[src/rtl/link_anim_ctrl.sv]
// Player sprite animation sequencer: facing/walk/attack FSM stepped once per frame,
// plus a two-stage pixel-to-ROM address pipeline aligned with a synchronous sprite ROM.
module link_anim_ctrl #(
    parameter int SPRITE_W      = 32,
    parameter int ANIM_DIV      = 8,
    parameter int ATTACK_FRAMES = 16
) (
    input  logic                             vga_clk,
    input  logic                             Reset,
    input  logic                             frame_start,
    input  logic [3:0]                       dir_req,
    input  logic                             attack_req,
    input  logic [9:0]                       link_x,
    input  logic [9:0]                       link_y,
    input  logic [9:0]                       DrawX,
    input  logic [9:0]                       DrawY,
    output logic [3:0]                       sprite_sel,
    output logic [2*$clog2(SPRITE_W)-1:0]    sprite_addr,
    output logic                             sprite_hit,
    output logic [1:0]                       facing,
    output logic                             attacking
);

    localparam int AW = $clog2(SPRITE_W);
    localparam int DW = (ANIM_DIV > 1) ? $clog2(ANIM_DIV) : 1;
    localparam int KW = (ATTACK_FRAMES > 1) ? $clog2(ATTACK_FRAMES) : 1;

    typedef enum logic [1:0] {
        IDLE   = 2'd0,
        WALK   = 2'd1,
        ATTACK = 2'd2
    } state_t;

    state_t          state, state_nx;
    logic [1:0]      facing_nx;
    logic            frame_bit, frame_bit_nx;
    logic [DW-1:0]   div_cnt, div_cnt_nx;
    logic [KW-1:0]   atk_cnt, atk_cnt_nx;
    logic [3:0]      sprite_sel_nx;
    logic            attacking_nx;
    logic [1:0]      dir_dec;
    logic            dir_any;

    // Priority up > down > left > right; bit 3 is up.
    always_comb begin
        dir_dec = 2'd3;
        if (dir_req[3])      dir_dec = 2'd0;
        else if (dir_req[2]) dir_dec = 2'd1;
        else if (dir_req[1]) dir_dec = 2'd2;
    end
    assign dir_any = |dir_req;

    always_comb begin
        // NOTE: every output of this block gets a hold/default value first so no latch is inferred.
        state_nx     = state;
        facing_nx    = facing;
        frame_bit_nx = frame_bit;
        div_cnt_nx   = div_cnt;
        atk_cnt_nx   = atk_cnt;
        if (frame_start) begin
            unique case (state)
                IDLE: begin
                    frame_bit_nx = 1'b0;
                    if (attack_req) begin
                        state_nx   = ATTACK;
                        atk_cnt_nx = '0;
                    end else if (dir_any) begin
                        state_nx   = WALK;
                        facing_nx  = dir_dec;
                        div_cnt_nx = '0;
                    end
                end
                WALK: begin
                    if (attack_req) begin
                        state_nx   = ATTACK;
                        atk_cnt_nx = '0;
                    end else if (!dir_any) begin
                        state_nx     = IDLE;
                        frame_bit_nx = 1'b0;
                        div_cnt_nx   = '0;
                    end else begin
                        facing_nx = dir_dec;
                        if (div_cnt == DW'(ANIM_DIV - 1)) begin
                            div_cnt_nx   = '0;
                            frame_bit_nx = ~frame_bit;
                        end else begin
                            div_cnt_nx = div_cnt + 1'b1;
                        end
                    end
                end
                ATTACK: begin
                    if (atk_cnt == KW'(ATTACK_FRAMES - 1)) begin
                        atk_cnt_nx   = '0;
                        frame_bit_nx = 1'b0;
                        if (dir_any) begin
                            state_nx   = WALK;
                            facing_nx  = dir_dec;
                            div_cnt_nx = '0;
                        end else begin
                            state_nx = IDLE;
                        end
                    end else begin
                        atk_cnt_nx = atk_cnt + 1'b1;
                    end
                end
                default: state_nx = IDLE;
            endcase
        end
    end

    assign attacking_nx  = (state_nx == ATTACK);
    assign sprite_sel_nx = attacking_nx ? {2'b10, facing_nx} : {1'b0, facing_nx, frame_bit_nx};

    always_ff @(posedge vga_clk) begin
        // NOTE: sequential state uses non-blocking assignments so all registers update from pre-edge values.
        if (Reset) begin
            state      <= IDLE;
            facing     <= 2'd1;
            frame_bit  <= 1'b0;
            div_cnt    <= '0;
            atk_cnt    <= '0;
            sprite_sel <= 4'd2;
            attacking  <= 1'b0;
        end else begin
            state      <= state_nx;
            facing     <= facing_nx;
            frame_bit  <= frame_bit_nx;
            div_cnt    <= div_cnt_nx;
            atk_cnt    <= atk_cnt_nx;
            if (frame_start) begin
                sprite_sel <= sprite_sel_nx;
                attacking  <= attacking_nx;
            end
        end
    end

    // Wrapping subtraction: pixels left of/above the sprite become large offsets and miss.
    logic [9:0] dx, dy;
    logic       in_box, hit_d1;

    assign dx     = DrawX - link_x;
    assign dy     = DrawY - link_y;
    assign in_box = (dx < 10'(SPRITE_W)) && (dy < 10'(SPRITE_W));

    always_ff @(posedge vga_clk) begin
        if (Reset) begin
            sprite_addr <= '0;
            hit_d1      <= 1'b0;
            sprite_hit  <= 1'b0;
        end else begin
            sprite_addr <= in_box ? {dy[AW-1:0], dx[AW-1:0]} : '0;
            hit_d1      <= in_box;
            sprite_hit  <= hit_d1;
        end
    end

endmodule
[config.mk]
export PLATFORM = sky130hd
export DESIGN_NAME = link_anim_ctrl
export DESIGN_NICKNAME = d
export VERILOG_FILES = /design/src/rtl/link_anim_ctrl.sv
export SDC_FILE = /design/constraint.sdc
export NUM_CORES = 1
export LEC_CHECK = 0
export BUFFER_PORTS_ARGS = -buffer_cell sky130_fd_sc_hd__buf_2
export CORE_UTILIZATION = 50
export CTS_CLUSTER_SIZE = 14
export DETAILED_ROUTE_END_ITERATION = 7
export HOLD_SLACK_MARGIN = 0.1
export PLACE_DENSITY = 0.76
export SLEW_MARGIN = 20
export SYNTH_ARGS = -nofsm -noshare
export SYNTH_HDL_FRONTEND = slang
export SYNTH_SLANG_ARGS = --single-unit
[constraint.sdc]
create_clock -name vga_clk -period 3.1 [get_ports vga_clk]
set_input_delay 0.155 -clock vga_clk [delete_from_list [all_inputs] [get_ports vga_clk]]
set_output_delay 0.155 -clock vga_clk [all_outputs]
set_load 0.02 [all_outputs]
-- After elaboration in Yosys (flattened, before gate mapping)
Cells that the tools add are included.
- register bits after elaboration: 29
- input bits: 48
- output and inout bits: 18
- word-level logic and storage cells: 69
- equality and inequality tests: 9
- muxes and demuxes: 33
- order comparisons: 2
- $add $sub $neg: 4
- reduce and logical (&&, ||, !) cells: 9
- bitwise operators: 2
- operators with widths (operator ; count):
    $mux W2 ; 12
    $lt A10 B6 Y1 const B ; 2
    $sub A10 B10 Y10 ; 2
    $mux W3 ; 6
    $mux W4 ; 3
    $pmux W3 S3 ; 1
    $pmux W4 S2 ; 1
    $mux W1 ; 7
    $ne A2 B2 Y1 const B ; 3
    $pmux W2 S3 ; 1
    $reduce_and A5 Y1 ; 1
    $add A4 B1 Y4 const B ; 1
    $eq A2 B2 Y1 const B ; 2
    $eq A4 B4 Y1 const B ; 1
    $pmux W2 S2 ; 1
    $reduce_or A2 Y1 ; 2
    $reduce_or A4 Y1 ; 1
    $add A3 B1 Y3 const B ; 1
    $eq A3 B3 Y1 const B ; 1
    $pmux W1 S3 ; 1
    $reduce_and A3 Y1 ; 1
    $reduce_bool A3 Y1 ; 1
    $eq A2 B1 Y1 const B ; 1
    $logic_not A2 Y1 ; 1
    other kinds (4) ; 5

-- Longest topological paths before layout
- depth after elaboration: 8
- depth in mapped cells: 10
- depth with buffers taken out: 9

-- Worst setup path before layout
OpenSTA, ideal clock, no wires.
- path type: in2reg
- start: in DrawY[0]
- end: reg sprite_addr[3]
- path buffers: 1
- library setup time: 0.088 ns
- setup slack: 0.878 ns
- data arrival time: 2.134 ns
- required time: 3.012 ns
- cell stages on the path: 10
- cells stage by stage: inv_1 > ha_1 > fa_1 > and2b_1 > o211ai_2 > a31o_1 > a2111oi_2 > nand4_1 > buf_6 > nor4_2
- cells in the longest elaborated chain, start to end: 5
- ends and longest elaborated chain (what ; RTL line ; text):
    from (decl) ; 16 ; input logic [9:0] DrawY,
    $sub A10 B10 Y10 ; 142 ; assign dy = DrawY - link_y;
    $lt A10 B6 Y1 ; 143 ; assign in_box = (dx < 10'(SPRITE_W)) && (dy < 10'(SPRITE_W));
    $logic_and A1 B1 Y1 ; 143 ;
    $not A1 Y1 (no line) ; - ;
    $reduce_or A2 Y1 (no line) ; - ;
    to (signal assigned) ; 151 ; sprite_addr <= in_box ? {dy[AW-1:0], dx[AW-1:0]} : '0;
    to (decl) ; 18 ; output logic [2*$clog2(SPRITE_W)-1:0] sprite_addr,
Every way passes these cells.
A chain may end at the register's enable or synchronous reset.

-- Worst setup path after layout
- start: reg atk_cnt[0]
- end: reg sprite_sel[0]
- cells in the longest elaborated chain, start to end: 6
- elaborated cells on any way between the ends: 12
- those cells by class: eq/ne (2); mux (10)
- ends and longest elaborated chain (what ; RTL line ; text):
    from (decl) ; 38 ; logic [KW-1:0] atk_cnt, atk_cnt_nx;
    from (signal assigned) ; 129 ; atk_cnt <= atk_cnt_nx;
    $eq A4 B4 Y1 * ; 92 ; if (atk_cnt == KW'(ATTACK_FRAMES - 1)) begin
    $mux W2 ; 92 ;
    $pmux W2 S3 ; 61 ; unique case (state)
    $mux W2 ; 60 ; if (frame_start) begin
    $eq A2 B2 Y1 ; 111 ; assign attacking_nx = (state_nx == ATTACK);
    $mux W4 * ; 112 ; assign sprite_sel_nx = attacking_nx ? {2'b10, facing_nx} : {1'b0, facing_nx, frame_bit_nx};
    to (signal assigned) ; 131 ; sprite_sel <= sprite_sel_nx;
    to (decl) ; 17 ; output logic [3:0] sprite_sel,
Mark *: on every way between the ends. The rest lies on a longest branch, timed or not.

==> flow_metrics.py <==
metrics = {
    "finish": {
        "n_antenna_cell": 0,
        "final_cells": 385,
        "finalNetCount": 405,
        "final_layout_size_suffix_gt1_share_pct": 28.5,
        "fillerInstances": 398,
        "areaGrowthSynthToFinish_pct": 16.6,
        "final_design_area_no_fill_um2": 2670,
        "final-seq-area_um2": 561,
        "multi_input_comb_area_um2": 1530,
    },
    "route": {
        "met2WireLength_mm": 2.13,
        "detail_route.wl_per_cell_um": 12.4,
        "detail-route-antenna-nets": 0,
        "firstDrtPassIters": 4,
        "viasPerCell": 5.59,
        "top_signal_layer_used": "met4",
        "drc": 0,
        "wl_mm": 4.76,
        "m1WireLength_mm": 2.36,
        "num_vias": 2152,
        "met3RoutedLength_um": 225,
        "detail_route.iter0.violations": 143,
    },
    "global_route": {
        "antenna_violations_before_repair": 0,
        "globalRouteTotalUtil_pct": 19.8,
        "number_of_global_route_vias_before_repair": 1863,
        "grt_max_degree": 20,
        "first_pass_grt_wire_length_mm": 8.10,
        "global_route.overflow_total": 0,
    },
    "yosys": {
        "synth_largest_type_area_fraction_pct": 24.5,
        "synth.largest_area_cell": "dfxtp_1",
        "syn_nets": 346,
        "top_cells_by_area_in_the_synthesized_netlist": "dfxtp_1 24%, ha_1 11%, nor4_2 4.9%",
        "synth-edff-count": 0,
        "synth-seq-cells": 28,
        "syn-instance-count": 275,
        "synthFlopType": "dfxtp_1",
        "postSynthAreaPerCell_um2": 8.33,
        "synth_top_cells_by_count": "28 x dfxtp_1, 26 x inv_1, 21 x a21oi_1, 21 x ha_1",
        "seq_area_frac_synth_pct": 24.5,
        "syn_area_um2": 2290,
        "async_reset_ff_share_pct": 0,
        "post-synth-top-count-cell": "dfxtp_1",
        "yosysWarningCount": 0,
        "synth.lib_cells_used.distinct": 60,
    },
    "sta": {
        "worst_slew_pin_slew_ps": 488,
        "pins_over_their_slew_limit": 0,
        "finalHoldViolations": 0,
        "slew_headroom_pct": 67.4,
        "rsz0062_at_grt": "no",
        "period_needed_ps": 2200,
        "setup_tns_ps": 0,
        "setup_viol": 0,
        "clock-skew-final_ps": 11.2,
        "fmax_ghz": 0.454,
        "finalWorstSetupSlack_ps": 896,
        "min_period_over_period_pct": 71.1,
        "worst_hold_slack_ps": 175,
    },
    "placement": {
        "preCtsSetupSlack_ps": 618,
        "place_hpwl_mm": 3.70,
        "buffer_ports.inserted": 65,
        "dp_cell_count": 381,
        "placed_cell_area_um2": 2600,
        "gp_routability_congestion": 0.868,
    },
    "worst_setup_path": {
        "end_kind": "flop",
        "r2r-start": "atk_cnt[0]",
        "worstSetupPathType": "reg2reg",
        "critPathMaxFanout": 6,
        "timing.critical_path.required_ps": 3320,
        "timing.reg2reg.worst_path_depth": 7,
        "worst-path-buf-inv": 0,
        "path_cells": "ha_1 > nand3_1 > o22ai_1 > and3_1 > o21ai_1 > a221o_1 > a21oi_1",
        "setup.worst_path.start": "atk_cnt[0]",
        "crit_cells": 7,
        "worst_path_dominant_cell_family": "compound AO/OA/AOI/OAI gates",
        "startpoint_type": "flop",
        "crit_arrival_ps": 2420,
        "critPathMaxStageDelay_ps": 420,
        "slowest_stage": "o22ai_1",
    },
    "clocking": {
        "post_cts_resize_count": 0,
        "numClockSinks": 28,
        "hold_buffers_post_cts": 0,
        "postCtsSetupRepairBufs": 0,
        "htree_levels": 1,
        "clock_tree.root_cell": "clkbuf_8",
        "tritoncts": "built",
        "clock_insertion_delay_worst_skew_ps": 280,
        "clockBufferDepth": 2,
        "path_clk_slew_ps": 100,
        "tritoncts_buffer_count": 3,
    },
    "outcome": {
        "outcome": "finished, final reports clean",
    },
    "job": {
        "drv_cap": 0,
    },
    "power": {
        "p_leak_nw": 1.22,
        "vdd.ir_drop.worst_v": 0.000196,
        "p_per_area_nw_per_um2": 366,
    },
    "floorplanning": {
        "fp-row-count": 24,
        "chipWidth_um": 69.7,
        "core-area_um2": 4380,
        "dieArea_um2": 4850,
        "die_h_um": 69.7,
        "starting_density_pct": 52.2,
        "num_io_pins": 66,
    },
    "hold_path": {
        "hp-class": "in2reg",
        "worst_hold_path.num_cells": 3,
        "timing.hold.worst.start": "link_x[0]",
    },
}
[routing by layer]
metal | vias to the layer above | GRT usage (%)
met5 | - | 0
met4 | 0 | 5.33
met3 | 4 | 1.74
met2 | 63 | 32.9
met1 | 972 | 27.5
li1 | 1113 | -
[cells by family after synthesis]
logic type / count (synthesis) / share of synthesized area [%]
AND/OR/NAND/NOR: 88 / 23.7
AO/OA/AOI/OAI: 85 / 25.5
buffers and inverters: 40 / 8.80
flip-flops: 28 / 24.5
adder cells (fa/ha/maj): 23 / 13.2
XOR/XNOR: 9 / 3.44
multiplexers: 2 / 0.874
[placed cells by master, fill, tap and decap left out, types with 4 or more instances in the layout]
cell type / count
o21ai_0: 16
o211ai_1: 7
nor2b_1: 9
dfxtp_1: 28
nand2_1: 16
nand2b_1: 8
ha_1: 21
inv_1: 26
xor2_1: 5
buf_2: 65
nand3_1: 11
nand4_1: 4
o21a_1: 4
nor2_1: 11
nor4_2: 9
a21oi_1: 21
xnor2_1: 4
[where the power goes]
part / internal [mW] / total (mW) / switching, mW / leakage (nW)
registers: 0.368 / 0.375 / 0.00734 / 0.227
logic: 0.135 / 0.319 / 0.184 / 0.956
clock network: 0.173 / 0.285 / 0.112 / 0.0357
[tightest hold or removal path, cell delays in order]
cell    delay (ps)
buf_2           80
ha_1           130
nor4_2          40
[through the flow]
step                      power (mW)  util, %
after floorplan                0.629        -
after global placement         0.694     59.3
after detailed placement       0.698     59.3
after CTS                      0.986     60.9
after global routing            1.04     60.9
final                          0.978     60.9
[cell type report]
type                       count  area share, %
multi-input combinational    207           57.2
sequential                    28           21.0
tap                           52           2.44
timing repair buffer          68           13.0
inverter                      26           3.66
clock inverter                 1           1.12
clock buffer                   3           1.55
[final timing paths]
path / to / slack, ps
worst max-delay path: sprite_sel[0] / 900
worst min-delay path: sprite_addr[0] / 180
worst max register to register: sprite_sel[0] / 900
worst min register to register: sprite_sel[0] / 460
[state kept, by name, indices dropped and copies added (netlist names)]
register / count
div_cnt: 3
state: 2
sprite_hit: 1
sprite_sel: 4
atk_cnt: 4
hit_d1: 1
frame_bit: 1
sprite_addr: 10
facing: 2
Power figures use the tool's default switching activity.
